===== src/rtl/motor_ramp_pwm.sv =====
// Multi-channel motor PWM generator with slew-limited duty ramping.
// Each channel ramps its duty toward a latched target in bounded steps on a
// slow tick. A shared free-running counter generates the PWM periods.
// Compare thresholds are reloaded only at the period wrap, so a duty change
// never produces a runt pulse.
module motor_ramp_pwm #(
  parameter int CH       = 2,
  parameter int DW       = 10,
  parameter int PERIOD   = 4000,
  parameter int STEP_DIV = 100000,
  parameter int STEP     = 8
) (
  input  logic               clk,
  input  logic               rst_n,
  input  logic               en,
  input  logic [CH*DW-1:0]   target,
  input  logic               load,
  output logic [CH-1:0]      pwm,
  output logic [CH*DW-1:0]   duty_cur,
  output logic [CH-1:0]      at_target,
  output logic               period_start
);

  localparam int CW = $clog2(PERIOD + 1);
  localparam int TW = $clog2(STEP_DIV + 1);
  localparam int PW = DW + CW;
  localparam logic [DW-1:0]        DMAX   = {DW{1'b1}};
  localparam logic signed [DW:0]   STEP_S = (DW+1)'(STEP);
  localparam logic [CW-1:0]        CLAST  = CW'(PERIOD - 1);
  localparam logic [TW-1:0]        TLAST  = TW'(STEP_DIV - 1);

  logic [CW-1:0]           cnt_q, cnt_d;
  logic [TW-1:0]           tdiv_q, tdiv_d;
  logic [CH-1:0][DW-1:0]   tgt_q, tgt_d;
  logic [CH-1:0][DW-1:0]   duty_q, duty_d;
  logic [CH-1:0][CW-1:0]   thr_q, thr_d;
  logic [CH-1:0]           pwm_q, pwm_d;
  logic                    tick;
  logic                    wrap;

  // Move cur toward tgt by at most STEP; a signed DW+1 bit difference covers
  // the full range, and the result always lies between cur and tgt.
  function automatic logic [DW-1:0] ramp_step(input logic [DW-1:0] cur,
                                               input logic [DW-1:0] tgt);
    logic signed [DW:0] diff;
    logic signed [DW:0] nxt;
    diff = $signed({1'b0, tgt}) - $signed({1'b0, cur});
    if (diff > STEP_S)
      nxt = $signed({1'b0, cur}) + STEP_S;
    else if (diff < -STEP_S)
      nxt = $signed({1'b0, cur}) - STEP_S;
    else
      nxt = $signed({1'b0, tgt});
    return nxt[DW-1:0];
  endfunction

  // Map duty to a high-cycle count per period; full-scale duty means always on.
  function automatic logic [CW-1:0] duty_to_thr(input logic [DW-1:0] d);
    logic [PW-1:0] prod;
    prod = PW'(d) * PW'(PERIOD);
    if (d == DMAX)
      return CW'(PERIOD);
    return CW'(prod >> DW);
  endfunction

  assign wrap = (cnt_q == CLAST);
  assign tick = (tdiv_q == TLAST);

  // Next-state logic for counters, targets, ramped duty, thresholds and PWM.
  always_comb begin
    cnt_d  = wrap ? '0 : cnt_q + 1'b1;
    tdiv_d = tick ? '0 : tdiv_q + 1'b1;
    tgt_d  = load ? target : tgt_q;
    duty_d = duty_q;
    thr_d  = thr_q;
    pwm_d  = '0;
    for (int i = 0; i < CH; i++) begin
      if (!en)
        duty_d[i] = '0;
      else if (tick)
        duty_d[i] = ramp_step(duty_q[i], tgt_q[i]);
      if (wrap)
        thr_d[i] = duty_to_thr(duty_q[i]);
      pwm_d[i] = en & (cnt_q < thr_q[i]);
    end
  end

  // State registers; reset discards ramp progress and idles the outputs.
  always_ff @(posedge clk or negedge rst_n) begin
    if (!rst_n) begin
      cnt_q  <= '0;
      tdiv_q <= '0;
      tgt_q  <= '0;
      duty_q <= '0;
      thr_q  <= '0;
      pwm_q  <= '0;
    end else begin
      cnt_q  <= cnt_d;
      tdiv_q <= tdiv_d;
      tgt_q  <= tgt_d;
      duty_q <= duty_d;
      thr_q  <= thr_d;
      pwm_q  <= pwm_d;
    end
  end

  // Status outputs decoded from the registered state.
  always_comb begin
    for (int i = 0; i < CH; i++)
      at_target[i] = (duty_q[i] == tgt_q[i]);
  end

  assign period_start = (cnt_q == '0);
  assign duty_cur     = duty_q;
  assign pwm          = pwm_q;

endmodule


===== config.mk =====
export PLATFORM = sky130hd
export DESIGN_NAME = motor_ramp_pwm
export DESIGN_NICKNAME = d
export VERILOG_FILES = /design/src/rtl/motor_ramp_pwm.sv
export SDC_FILE = /design/constraint.sdc
export NUM_CORES = 1
export LEC_CHECK = 0
export ABC_AREA = 1
export CAP_MARGIN = 15
export CELL_PAD_IN_SITES_DETAIL_PLACEMENT = 1
export CELL_PAD_IN_SITES_GLOBAL_PLACEMENT = 2
export CORE_MARGIN = 2
export CORE_UTILIZATION = 40
export DETAILED_ROUTE_END_ITERATION = 10
export PLACE_DENSITY = 0.95
export REMOVE_ABC_BUFFERS = 1
export SYNTH_ARGS = -nofsm -noshare
export SYNTH_HDL_FRONTEND = slang
export SYNTH_SLANG_ARGS = --single-unit

===== constraint.sdc =====
create_clock -name clk -period 6.7 [get_ports clk]
set_input_delay 1.34 -clock clk [delete_from_list [all_inputs] [get_ports clk]]
set_output_delay 1.34 -clock clk [all_outputs]
set_load 0.03 [all_outputs]

==> summary.txt <==
Critical path
  – WP data arrival: 4.78 ns
  – CP Data Required Time: 7.00 ns
  – Critical path class: register to register
  – Crit end category: register
  – Critical path peak fanout: 9
  – CP Launch Type: register

GRT
  – GRT Util Overall: 21.5%
  – GRT Residual Overflow: 0
  – Number of global-route vias before repair: 9059
  – First-pass GRT wire length: 46000 um
  – Largest net degree at the start of global routing: 50
  – Antenna violations before repair: 0

Clocking
  – Cts repair resizes: 0
  – Clock transition at path regs: 0.07 ns
  – Clk Latency, worst-skew pair: 0.36 ns
  – Postcts setup bufs: 0
  – TritonCTS sink count: 95
  – Num CTS Buffers: 9
  – CTS tree: built
  – H-tree Lvls: 3
  – Clock Tree Root: clkbuf_16
  – Hold buffers post-CTS: 0
  – Clock buffer depth: 2

Power and ir drop
  – Power per standard cell area: 123 nW/um^2
  – Pleak: 5.99 nW
  – Total power: 1.38 mW
  – Worst VDD drop: 116 uV

STA
  – Final Slew Violations: 0
  – Setup TNS: 0 ns
  – Post-Route Skew: 0.0106 ns
  – Max-slew headroom: 54.9%
  – Worst-margin pin slew: 0.676 ns
  – Min Tclk post-route: 4.48 ns
  – Final Hold Vio Count: 0
  – Final setup viols: 0
  – Unrepaired setup endpoints after global routing: false
  – Crit share post-route: 66.9%
  – Worst hold slack: 0.471 ns
  – Achievable frequency: 223 MHz

Logic synthesis
  – Post-Syn Area: 10000 um^2
  – Main synth FF type: dfrtp_1
  – Yosys top cell area share: 23.7%
  – List of most frequent post-synthesis cells: 274 x nand2_1, 261 x inv_1, 141 x ha_1
  – Yosys reg bits: 95
  – Post-synth EDFFs: 0
  – Asr flop ratio synth: 100%
  – Top post-synthesis cells by area: dfrtp_1 24%, ha_1 18%, fa_1 12%
  – Most common cell in the synthesized netlist: nand2_1
  – Top cell type by total area after synthesis: dfrtp_1
  – Post-Syn Instances: 1299
  – Number of distinct library cells after synthesis: 47
  – Post-synthesis sequential area ratio: 23.7%
  – Synth Warn #: 0
  – Avg Cell Area, Syn: 7.72 um^2

Finish
  – Share of layout cells above drive strength 1: 6.26%
  – Synthesis-to-finish area growth: 11.7%
  – Design area: 11200 um^2
  – Diodes inserted: 0
  – Total Nets Final: 1576
  – Layout fillers: 3081
  – Final Non-Filler Cells: 1682

Place
  – DP Wirelength: 22000 um
  – GP Congestion: 0.851
  – Dpl cells: 1665
  – Buffers on Ports: 48
  – Area after DPL: 10900 um^2

Drt
  – Antenna-violating nets left: 0
  – DRC: 0
  – Initial DRC count: 318
  – DR vias: 8445
  – Vias per cell: 5.02
  – DRT Wirelength: 26700 um
  – TritonRoute pass-1 iters: 4
  – Routed len/inst: 15.9 um

Min path
  – Hold Path Class: register to register

Die
  – Boundary pin count: 49
  – Core area: 24500 um^2
  – Die Area: 26400 um^2
  – Die Ht: 162 um
  – Chip Width: 162 um
  – Initial Util: 41.0%
  – # rows: 57

Job
  – Max-cap violations: 0

Status
  – Outcome: complete, no violations
layout by cell type, fill, tap and decap left out, types with 2 or more instances in the layout:
cell	n
inv_1	261
o211ai_1	2
a221oi_1	2
nand4_1	20
clkdlybuf4s50_1	47
a31oi_1	7
dfrtp_1	95
nand2_2	16
inv_2	7
nand2_4	6
a21oi_2	5
nand3_2	6
o22ai_1	8
nor3_1	16
a211oi_1	4
nand3_1	90
o21a_1	2
xor2_1	27
or2_2	3
ha_1	141
nor2_1	80
a32o_1	2
nor4_1	2
nand3b_1	5
o32ai_1	2
xnor2_1	8
o21bai_1	6
nor2_2	7
fa_1	58
o21ai_0	50
a21oi_1	56
buf_4	5
mux2_2	5
nand2_1	274
o21ai_1	3
clkbuf_16	9
nor2_4	4
clkinv_4	4
cell type report:
class / instances / area [um^2] / share of cell area (%)
multi-input cells: 926 / 6610 / 58.9
flip-flops and latches: 95 / 2380 / 21.2
inverters: 269 / 1010 / 9.05
repair buffers: 52 / 508 / 4.53
well taps: 324 / 405 / 3.62
clock buffers: 10 / 229 / 2.04
clock inverters: 6 / 70.1 / 0.625
kinds of logic after synthesis:
group	Yosys count	synth area share [%]
muxes	5	0.561
xor gates and xnor gates	35	3.05
adders and majority gates	199	29.2
and+or+nand+nor	536	24.5
DFF	95	23.7
buffers and inverters	278	10.5
AOI/OAI and AO/OA	151	8.59
worst max-delay path: stages, from the launching register on:
cell     delay (ns)
dfrtp_1        0.49
inv_1          0.28
fa_1           0.50
fa_1           0.56
fa_1           0.45
fa_1           0.52
inv_1          0.05
ha_1           0.36
nand2_1        0.09
nor3_1         0.23
a21oi_1        0.15
o21ai_0        0.32
nand2_1        0.09
nand2_1        0.09
a21oi_1        0.06
o21ai_0        0.08
nand2_1        0.07
inv_1          0.05
state kept, by name, summed over array words and instances (netlist names):
register	flops
pwm	2
tgt_q	20
tdiv_q	17
duty_cur	20
thr_q	24
cnt_q	12
worst paths after layout:
path / startpoint / end / slack [ns] / cells after the start
worst max register to register: duty_cur[3]$_DFFE_PN0P_ / thr_q[10]$_DFFE_PN0N_ / 2.22 / 17
worst max-delay path: duty_cur[3]$_DFFE_PN0P_ / thr_q[10]$_DFFE_PN0N_ / 2.22 / 17
min in group asynchronous: rst_n / duty_cur[19]$_DFFE_PN0P_ / 1.02 / 1
max in group asynchronous: rst_n / duty_cur[11]$_DFFE_PN0P_ / 4.53 / 2
worst min register to register: tdiv_q[0]$_DFF_PN0_ / tdiv_q[0]$_DFF_PN0_ / 0.47 / 1
worst min-delay path: tdiv_q[0]$_DFF_PN0_ / tdiv_q[0]$_DFF_PN0_ / 0.47 / 1
where the power goes:
group / internal, mW / total, mW / switching (mW)
combinational: 0.0857 / 0.244 / 0.158
sequential: 0.584 / 0.593 / 0.00917
clock: 0.293 / 0.541 / 0.248
total: 0.963 / 1.38 / 0.415
stage by stage:
stage,worst slack [ns],util [%]
3_5_place_dp,2.26,44.6
5_1_grt,1.85,45.8
2_1_floorplan,2.46,-
6_report,2.22,45.8
4_1_cts,2.26,45.8
3_3_place_gp,2.44,44.6
routing by layer:
metal	wire, um	vias up	GRT usage (%)
li1	-	4249	-
met1	13200	4112	29.5
met2	12800	68	37.2
met3	425	16	1.96
met4	327	0	4.59
met5	0	-	0
(Power assumes the default switching activity.)
